--- src/rtl/multicyc_pkg.sv ---
// -----------------------------------------------------------------------------
// multicyc_pkg
// Shared types for the EX-stage multi-cycle (HI/LO) unit: operation encoding,
// controller state enum, request/response bundles and op-class helpers.
// -----------------------------------------------------------------------------
package multicyc_pkg;

  // Divider iteration count equals the operand width.
  localparam int DIV_ITER = 32;

  typedef enum logic [3:0] {
    OP_NONE  = 4'd0,
    OP_MULT  = 4'd1,
    OP_MULTU = 4'd2,
    OP_DIV   = 4'd3,
    OP_DIVU  = 4'd4,
    OP_MADD  = 4'd5,
    OP_MADDU = 4'd6,
    OP_MSUB  = 4'd7,
    OP_MSUBU = 4'd8,
    OP_MTHI  = 4'd9,
    OP_MTLO  = 4'd10
  } oper_t;

  typedef enum logic [2:0] {
    ST_IDLE,
    ST_MUL,
    ST_DIV,
    ST_FIX,
    ST_DONE
  } multicyc_state_t;

  typedef struct packed {
    oper_t       op;
    logic [31:0] reg0;
    logic [31:0] reg1;
    logic [63:0] hilo;
  } multicyc_req_t;

  typedef struct packed {
    logic        ready;
    logic        hilo_we;
    logic [63:0] hilo;
  } multicyc_resp_t;

  // Ops routed through the multiplier (plain and accumulate variants).
  function automatic logic is_mul_op(input oper_t op);
    return (op == OP_MULT) || (op == OP_MULTU) || (op == OP_MADD) ||
           (op == OP_MADDU) || (op == OP_MSUB) || (op == OP_MSUBU);
  endfunction

  function automatic logic is_div_op(input oper_t op);
    return (op == OP_DIV) || (op == OP_DIVU);
  endfunction

  function automatic logic is_signed_op(input oper_t op);
    return (op == OP_MULT) || (op == OP_DIV) || (op == OP_MADD) || (op == OP_MSUB);
  endfunction

endpackage

--- src/rtl/multicyc_ctrl_div.sv ---
// -----------------------------------------------------------------------------
// div_iter
// Restoring divider datapath, one quotient bit per step. Operands are reduced
// to magnitudes at start (signed mode) and the signs are reapplied on fix.
// Ports:
//   clk         clock
//   start_i     load operands, clear remainder accumulator
//   step_i      perform one shift/subtract iteration
//   fix_i       apply sign correction to quotient and remainder
//   signed_i    operands are two's-complement (sampled with start_i)
//   dividend_i  rs operand
//   divisor_i   rt operand
//   result_o    {remainder, quotient}
// -----------------------------------------------------------------------------
module div_iter
  import multicyc_pkg::*;
(
  input  logic                  clk,
  input  logic                  start_i,
  input  logic                  step_i,
  input  logic                  fix_i,
  input  logic                  signed_i,
  input  logic [DIV_ITER-1:0]   dividend_i,
  input  logic [DIV_ITER-1:0]   divisor_i,
  output logic [2*DIV_ITER-1:0] result_o
);

  localparam int W = DIV_ITER;

  logic [W-1:0] rem_q, quo_q, dvs_q;
  logic         neg_quo_q, neg_rem_q;

  logic         dvd_neg, dvs_neg;
  logic [W-1:0] dvd_abs, dvs_abs;
  logic [W:0]   rem_sh, diff;
  logic         q_bit;
  logic [W-1:0] rem_nxt;

  always_comb begin
    dvd_neg = signed_i & dividend_i[W-1];
    dvs_neg = signed_i & divisor_i[W-1];
    dvd_abs = dvd_neg ? -dividend_i : dividend_i;
    dvs_abs = dvs_neg ? -divisor_i  : divisor_i;
    // Shift the next dividend bit into the partial remainder. The remainder
    // stays below the divisor, so the shifted value fits W+1 bits and the
    // borrow (diff MSB) alone decides whether the subtraction is kept.
    rem_sh  = {rem_q, quo_q[W-1]};
    diff    = rem_sh - {1'b0, dvs_q};
    q_bit   = ~diff[W];
    rem_nxt = q_bit ? diff[W-1:0] : rem_sh[W-1:0];
  end

  // The dividend magnitude lives in quo_q and is shifted out as quotient
  // bits are shifted in. A zero divisor naturally yields an all-ones
  // quotient and leaves the dividend as the remainder.
  always_ff @(posedge clk) begin
    if (start_i) begin
      quo_q     <= dvd_abs;
      rem_q     <= '0;
      dvs_q     <= dvs_abs;
      neg_quo_q <= dvd_neg ^ dvs_neg;
      neg_rem_q <= dvd_neg;
    end else if (step_i) begin
      rem_q <= rem_nxt;
      quo_q <= {quo_q[W-2:0], q_bit};
    end else if (fix_i) begin
      if (neg_quo_q) quo_q <= -quo_q;
      if (neg_rem_q) rem_q <= -rem_q;
    end
  end

  assign result_o = {rem_q, quo_q};

endmodule

--- src/rtl/multicyc_ctrl.sv ---
// -----------------------------------------------------------------------------
// multicyc_ctrl
// Sequencing controller for the EX-stage multi-cycle unit. Accepts one HI/LO
// op at a time, runs it to completion and hands the result back to EX.
// Ports:
//   clk        clock
//   rst        synchronous active-low reset
//   req_valid  EX presents an op (held stable until ack)
//   req_op     operation
//   req_reg0   rs operand
//   req_reg1   rt operand
//   hilo_rd    current {HI,LO}
//   ack        EX accepts the result
//   flush      abort any in-flight op, suppress the write
//   busy       controller is not idle
//   ready      result valid for EX
//   hilo_we    one-cycle HI/LO write strobe
//   hilo_wr    {HI,LO} result
// -----------------------------------------------------------------------------
module multicyc_ctrl
  import multicyc_pkg::*;
#(
  parameter int MUL_LAT = 2
) (
  input  logic        clk,
  input  logic        rst,
  input  logic        req_valid,
  input  oper_t       req_op,
  input  logic [31:0] req_reg0,
  input  logic [31:0] req_reg1,
  input  logic [63:0] hilo_rd,
  input  logic        ack,
  input  logic        flush,
  output logic        busy,
  output logic        ready,
  output logic        hilo_we,
  output logic [63:0] hilo_wr
);

  // Wide enough for DIV_ITER-1 and any MUL_LAT-1 up to 255.
  localparam int                CNT_W    = 8;
  localparam logic [CNT_W-1:0] CNT_ONE  = CNT_W'(1);
  localparam logic [CNT_W-1:0] MUL_INIT = CNT_W'(MUL_LAT - 1);
  localparam logic [CNT_W-1:0] DIV_INIT = CNT_W'(DIV_ITER - 1);

  multicyc_state_t  state_q, state_d;
  logic [CNT_W-1:0] cnt_q, cnt_d;

  oper_t            op_q;
  logic [63:0]      hilo_q, prod_q, mul_res_q;

  multicyc_req_t    req;
  multicyc_resp_t   resp;

  logic             mul_start, mul_done;
  logic             div_start, div_step, div_fix;
  logic signed [63:0] mul_a, mul_b;
  logic [63:0]      prod, mul_res, div_res;

  assign req = '{op: req_op, reg0: req_reg0, reg1: req_reg1, hilo: hilo_rd};

  // Sign/zero extension straight to 64 bits gives the same low 64 product
  // bits as a 33x33 multiply, which is all HI/LO keeps.
  always_comb begin
    mul_a = is_signed_op(req.op) ? {{32{req.reg0[31]}}, req.reg0} : {32'b0, req.reg0};
    mul_b = is_signed_op(req.op) ? {{32{req.reg1[31]}}, req.reg1} : {32'b0, req.reg1};
    prod  = mul_a * mul_b;
  end

  // Accumulate variants use the HI/LO value captured at accept; nothing can
  // write HI/LO while the unit is busy, so no forwarding is needed.
  always_comb begin
    case (op_q)
      OP_MADD, OP_MADDU: mul_res = hilo_q + prod_q;
      OP_MSUB, OP_MSUBU: mul_res = hilo_q - prod_q;
      default:           mul_res = prod_q;
    endcase
  end

  // NOTE: every signal assigned in this block gets a default first, so no
  // path through the case can leave one unassigned and infer a latch.
  always_comb begin
    state_d   = state_q;
    cnt_d     = cnt_q;
    mul_start = 1'b0;
    mul_done  = 1'b0;
    div_start = 1'b0;
    div_step  = 1'b0;
    div_fix   = 1'b0;
    resp      = '0;

    case (state_q)
      ST_IDLE: begin
        if (req_valid) begin
          if (req.op == OP_MTHI) begin
            resp.ready   = 1'b1;
            resp.hilo_we = ack;
            resp.hilo    = {req.reg0, req.hilo[31:0]};
          end else if (req.op == OP_MTLO) begin
            resp.ready   = 1'b1;
            resp.hilo_we = ack;
            resp.hilo    = {req.hilo[63:32], req.reg0};
          end else if (is_mul_op(req.op)) begin
            mul_start = 1'b1;
            cnt_d     = MUL_INIT;
            state_d   = ST_MUL;
          end else if (is_div_op(req.op)) begin
            div_start = 1'b1;
            cnt_d     = DIV_INIT;
            state_d   = ST_DIV;
          end
        end
      end
      ST_MUL: begin
        if (cnt_q == '0) begin
          mul_done = 1'b1;
          state_d  = ST_DONE;
        end else begin
          cnt_d = cnt_q - CNT_ONE;
        end
      end
      ST_DIV: begin
        div_step = 1'b1;
        if (cnt_q == '0) state_d = ST_FIX;
        else             cnt_d   = cnt_q - CNT_ONE;
      end
      ST_FIX: begin
        div_fix = 1'b1;
        state_d = ST_DONE;
      end
      ST_DONE: begin
        resp.ready   = 1'b1;
        resp.hilo_we = ack;
        resp.hilo    = is_div_op(op_q) ? div_res : mul_res_q;
        if (ack) state_d = ST_IDLE;
      end
      default: state_d = ST_IDLE;
    endcase

    // Flush overrides everything but reset: abandon the op, never write.
    if (flush) begin
      state_d      = ST_IDLE;
      cnt_d        = '0;
      mul_start    = 1'b0;
      div_start    = 1'b0;
      resp.hilo_we = 1'b0;
    end
  end

  // NOTE: sequential state uses non-blocking assignments so every register
  // samples pre-edge values regardless of block evaluation order.
  always_ff @(posedge clk) begin
    if (!rst) begin
      state_q <= ST_IDLE;
      cnt_q   <= '0;
    end else begin
      state_q <= state_d;
      cnt_q   <= cnt_d;
    end
  end

  // NOTE: datapath registers carry no reset; they are only observed in DONE,
  // which is reachable solely after they have been loaded.
  always_ff @(posedge clk) begin
    if (mul_start || div_start) op_q <= req.op;
    if (mul_start) begin
      hilo_q <= req.hilo;
      prod_q <= prod;
    end
    if (mul_done) mul_res_q <= mul_res;
  end

  div_iter u_div (
    .clk        (clk),
    .start_i    (div_start),
    .step_i     (div_step),
    .fix_i      (div_fix),
    .signed_i   (is_signed_op(req.op)),
    .dividend_i (req.reg0),
    .divisor_i  (req.reg1),
    .result_o   (div_res)
  );

  assign busy    = (state_q != ST_IDLE);
  assign ready   = resp.ready;
  assign hilo_we = resp.hilo_we;
  assign hilo_wr = resp.hilo;

endmodule

--- config.mk ---
export PLATFORM = sky130hd
export DESIGN_NAME = multicyc_ctrl
export DESIGN_NICKNAME = d
export VERILOG_FILES = /design/src/rtl/multicyc_pkg.sv /design/src/rtl/multicyc_ctrl_div.sv /design/src/rtl/multicyc_ctrl.sv
export SDC_FILE = /design/constraint.sdc
export NUM_CORES = 2
export LEC_CHECK = 0
export ABC_AREA = 1
export BUFFER_PORTS_ARGS = -buffer_cell sky130_fd_sc_hd__buf_2
export CAP_MARGIN = 5
export CORE_ASPECT_RATIO = 0.7
export CORE_MARGIN = 3
export CORE_UTILIZATION = 50
export CTS_CLUSTER_SIZE = 10
export DETAILED_ROUTE_END_ITERATION = 6
export PLACE_DENSITY = 0.74
export SLEW_MARGIN = 40
export SYNTH_ARGS = -nofsm -noshare
export SYNTH_HDL_FRONTEND = slang
export SYNTH_HIERARCHICAL = 1
export SYNTH_SLANG_ARGS = --single-unit
--- constraint.sdc ---
create_clock -name clk -period 13.2 [get_ports clk]
set_input_delay 3.3 -clock clk [delete_from_list [all_inputs] [get_ports clk]]
set_output_delay 3.3 -clock clk [all_outputs]
set_load 0.1 [all_outputs]
# [After elaboration in Yosys (flattened, before gate mapping)]
# Index checks and enable logic that the tools add are counted.
[word_totals] regBits=305 output_inout_bits=67 word_cells=132
[classes] addsub=8 n_mul=1 eq_ne=28 mux=52 bitwise=5 reduce_logical=27
[op_table] op="$mux 32" n=10
[op_table] op="$mux 66" n=3
[op_table] op="$mux 64" n=3
[op_table] op="$pmux 66 s2" n=1
[op_table] op="$neg 32->32" n=4
[op_table] op="$pmux 64 s2" n=1
[op_table] op="$add 64x64->64" n=1
[op_table] op="$mul 64x64->64" n=1
[op_table] op="$sub 64x64->64" n=1
[op_table] op="$mux 8" n=6
[op_table] op="$sub 33x32->33" n=1
[op_table] op="$eq 4x3->1 const B" n=8
[op_table] op="$mux 3" n=8
[op_table] op="$mux 1" n=18
[op_table] op="$eq 4x4->1 const B" n=4
[op_table] op="$pmux 8 s2" n=1
[op_table] op="$pmux 3 s5" n=1
[op_table] op="$ne 2x2->1 const B" n=7
[op_table] op="$eq 4x2->1 const B" n=3
[op_table] op="$logic_or 1x1->1" n=11
[op_table] op="$reduce_bool 3->1" n=3
[op_table] op="$logic_not 8->1" n=1
[op_table] op="$reduce_or 2->1" n=4
[op_table] op="$sub 8x1->8 const B" n=1
[op_table] op="other kinds (13)" n=19

# [Longest topological paths before layout]
[depth] depth_word=14 mapped_depth=43 depth_no_buf=42

# [By module]
# Netlist, hierarchy kept.
[modules_own_cells] module="multicyc_ctrl" instances=1 cells_each=8267 area_per_inst_um2=65746.8
[modules_own_cells] module="div_iter" instances=1 cells_each=1659 area_per_inst_um2=10077.2

# [Least setup slack after synthesis]
# Ideal clock, no wire load.
[synth_path] path_kind="input -> register" startpoint="input port req_op[3]" endpoint="register prod_q[63] (data pin)" arrival_ns=11.553 required_ns=12.948 setup_slack_ns=1.395 cell_stages=32 path_buffers=2 path_cell_list="inv_2 nand2_2 clkbuf_1 clkbuf_1 nor2_1 fa_1 inv_1 fa_1 inv_1 fa_1 inv_1 fa_1 inv_1 fa_1 fa_1 fa_1 fa_1 fa_1 inv_1 fa_1 inv_1 ha_1 a21o_1 o21bai_1 nor2_1 nor2_1 nor2_1 o21ai_0 a21oi_1 inv_1 nand2_1 nand2_1"
[synth_via] elab_chain_len=6 elab_cells_between_ends=10 classes_between="1 x mul; 4 x eq/ne; 2 x mux; 3 x reduce/logical"
[synth_lines] item="start, declared" line_no="multicyc_ctrl.sv:28" text="input oper_t req_op,"
[synth_lines] item="$eq 4x1->1 / $eq 4x2->1 (equally long branches)" line_no="multicyc_pkg.sv:57" text="return (op == OP_MULT) || (op == OP_DIV) || (op == OP_MADD) || (op == OP_MSUB);"
[synth_lines] item="$logic_or 1x1->1 (2 in series)" line_no="multicyc_pkg.sv:57"
[synth_lines] item="$logic_or 1x1->1 (*)" line_no="multicyc_pkg.sv:57"
[synth_lines] item="$mux 64 (on tied branches)" line_no="multicyc_ctrl.sv:65, multicyc_ctrl.sv:66"
[synth_lines] item="$mul 64x64->64 (*)" line_no="multicyc_ctrl.sv:67" text="prod = mul_a * mul_b;"
[synth_lines] item="via prod[63]" line_no="multicyc_ctrl.sv:58" text="logic [63:0] prod, mul_res, div_res;"
[synth_lines] item="end signal, assigned" line_no="multicyc_ctrl.sv:168" text="prod_q <= prod;"
[synth_lines] item="end, declared" line_no="multicyc_ctrl.sv:50" text="logic [63:0] hilo_q, prod_q, mul_res_q;"
# Mark *: on every way through the listed nets, which the timed path passes. The rest lies on a longest branch.
# A chain may end at the register's enable or synchronous reset.

# [Worst setup path after layout]
[layout_path] startpoint="input port req_op[3]" endpoint="register prod_q[62] (data pin)"
# Same word-level chain as after synthesis.

==> results.md <==
* Status: finished clean
* Setup TNS at 0 ns
* Synth top area share at 37.41%
* Initial antenna violation count at 36
* Clock skew at 0.05564 ns
* RSZ-0062 raised after global routing: no
* Multi-input gate area at around 56,000 µm²
* Share of the yosys chip area belonging to registers at 11.51%
* Synth Flop Type: edfxtp_1
* WP data arrival at 12.68 ns
* Total grt overflow at 0
* Initial Util at 50.80%
* Critical path's most frequent cell: fa_1
* Full die area at between 150,000 and 200,000 µm²
* Synthesized cell area at about 76,000 µm²
* DRT Pass-1 Iters at 7
* # clock sinks at 305
* MaxCap Viol Count at 0
* Fmax at 0.08136 GHz
* Yosys top cell by area: fa_1
* CP Launch Type: input port
* Largest net degree at the start of global routing at slightly below 70
* Setup bufs post-CTS at 0
* Synth area leaders: fa_1, inv_1, nand2_1
* First-pass GRT wire length at 466,900 µm
* Core Area at 149,300 µm²
* Via count at ~69,000
* Worst-path clk slew at 0.07 ns
* Fill count at 14,230
* Via density at 5.727
* DRC viols at 0
* Placer Congestion at 1.124
* Net count, final at between 10,000 and 15,000
* CP max stage cell: fa_1
* WP data required at between 10 and 15 ns
* Leading cell type in the layout, fill and taps excluded: inv_1
* Crit Path Max Fanout at 11
* Tmin final at approximately 12 ns
* Via count of the first global-routing pass at 68,590
* IO Count at 204
* Area grow syn2layout at 6.841%
* # resized after CTS at 0
* Most frequent cells in the layout: inv_1, nand2_1, fa_1
* Final Hold Vio Count at 0
* CP endpoint kind: flop
* Slew HR at 36.95%
* Final WL at 322,600 µm
* TritonCTS clock tree: done
* Ys Warns at 6
* Root Buffer: clkbuf_16
* Post-DR wirelength/cell at 26.78 µm
* Die X at ~470 µm
* Row cnt at 118
* FF+latch area at roughly 8700 µm²
* DP HPWL at 274,600 µm
* CP Class: in2reg
* DRT iter0 DRCs at 9,409
* Worst skew pair latency at 0.63 ns
* Unique masters post-synth at 55
* Max clock buf depth at 3
* Number of synthesized flops with an enable pin at 262
* Share of cells above drive strength 1 at under 10%
* Post-DRT Antenna Nets at 0
* Die Y at 331.8 µm
* Worst-Margin Slew at 0.9385 ns
* # port buffers at 203
* Hold crit path type: reg2reg
* Seq cells post-synth at 305
* Crit path largest cell delay at 0.90 ns
* Syn Inst Count at 9,926
* Post-synthesis net count at around 12,000
* Tcrit/Tclk final at 93.11%
* Ys async rst share at 0%
* CTS buffer count at 39
* Cts hold-fix bufs at 0
* CTS H-Tree Depth at 2
* Finish-stage setup viols at 0
* Final Max Slew Viols at 0
* Overall routing resource usage at roughly two fifths
* Avg Inst Size Synth at 7.639 µm²
==> kinds of logic (layout without fill, tap and decap cells) <==
family / Yosys count / after routing / synth area share, %
AND/OR/NAND/NOR: 3582 / 3582 / 19.30
buffers and inverters: 3040 / 3161 / 15.11
adder cells (fa/ha/maj): 1874 / 1874 / 44.95
AO/OA/AOI/OAI: 887 / 887 / 6.384
flip-flops: 305 / 305 / 11.51
XOR/XNOR: 238 / 238 / 2.749
other: 0 / 19 / 0
==> worst max-delay path, delay by kind of cell <==
kind,cells,cell delay (ns)
buffers and inverters,10,1.15
AO/OA/AOI/OAI,4,1.08
adder cells (fa/ha/maj),11,6.04
AND/OR/NAND/NOR,7,1.06
==> registers in the layout (all words and copies together) (netlist names) <==
name             cells
hilo_q              64
mul_res_q           64
u_div/neg_rem_q      1
state_q              3
op_q                 4
u_div/rem_q         32
u_div/dvs_q         32
prod_q              64
u_div/quo_q         32
u_div/neg_quo_q      1
cnt_q                8
==> worst paths after layout <==
| kind | from | end | slack (ns) | cells after the start |
|---|---|---|---|---|
| worst max-delay path | req_op[3] | prod_q[62] | 0.91 | 32 |
| worst max register to register | prod_q[2] | mul_res_q[46] | 6.73 | 22 |
| worst min-delay path | cnt_q[5] | cnt_q[5] | 0.53 | 2 |
| worst min register to register | cnt_q[5] | cnt_q[5] | 0.53 | 2 |
==> stage by stage <==
stage / worst slack [ns] / std cells / hold WS (ns) / cell area [µm²] / util [%]
final: 0.9091 / 12050 / 0.5271 / 81010 / 54.27
after global routing: 0.6317 / 12030 / 0.5541 / 80970 / 54.24
after CTS: 1.015 / 12020 / 0.5304 / 80900 / 54.20
after global placement: 0.4097 / 11960 / 0.4760 / 79590 / 53.32
after detailed placement: 0.3720 / 11960 / 0.5178 / 79660 / 53.37
after floorplan: 1.395 / 9926 / 0.4631 / 75820 / -
==> synthesized netlist by cell type, types with 4 or more instances <==
cell,count
inv_1,2677
nand2_1,2252
fa_1,1417
nor2_1,667
ha_1,457
o21ai_0,428
nand3_1,396
clkbuf_1,312
a21oi_1,265
edfxtp_1,262
xor2_1,169
nor3_1,72
xnor2_1,69
nand4_1,60
dfxtp_1,43
o22ai_1,35
a31oi_1,31
nor4_1,25
a21o_1,24
nand3b_1,23
o21bai_1,23
or2_2,22
nor2_2,18
inv_2,17
buf_1,14
o211ai_1,13
o21ai_1,13
buf_2,11
nand2_2,11
o221ai_1,11
a22oi_1,8
and2_1,8
o21a_1,8
a21boi_0,7
o31ai_1,6
a21oi_2,5
nand3_2,5
a211oi_1,4
clkinv_1,4
nor3_2,4
or2_1,4
==> layer usage <==
metal | share of wire [%] | routed length (µm) | up-vias | GRT usage [%]
met4 | 3.6 | 11490 | 34 | 12.11
met3 | 16 | 50940 | 602 | 16.36
met1 | 42 | 135800 | 34030 | 60.50
li1 | - | - | 29530 | -
met2 | 38 | 124100 | 4798 | 55.05
met5 | 0.10 | 331 | - | 0.5787
==> area by class of cell <==
class	instances	share of cell area, %
multi-input cells	6581	68.81
inverters	2698	12.50
flip-flops and latches	305	10.78
repair buffers	395	3.265
well taps	1980	3.058
clock buffers	57	1.313
clock inverters	11	0.2116
diodes	19	0.05869
Power is not shown: default switching activity piles up to over one toggle a cycle in this logic, so the estimate is an artifact.
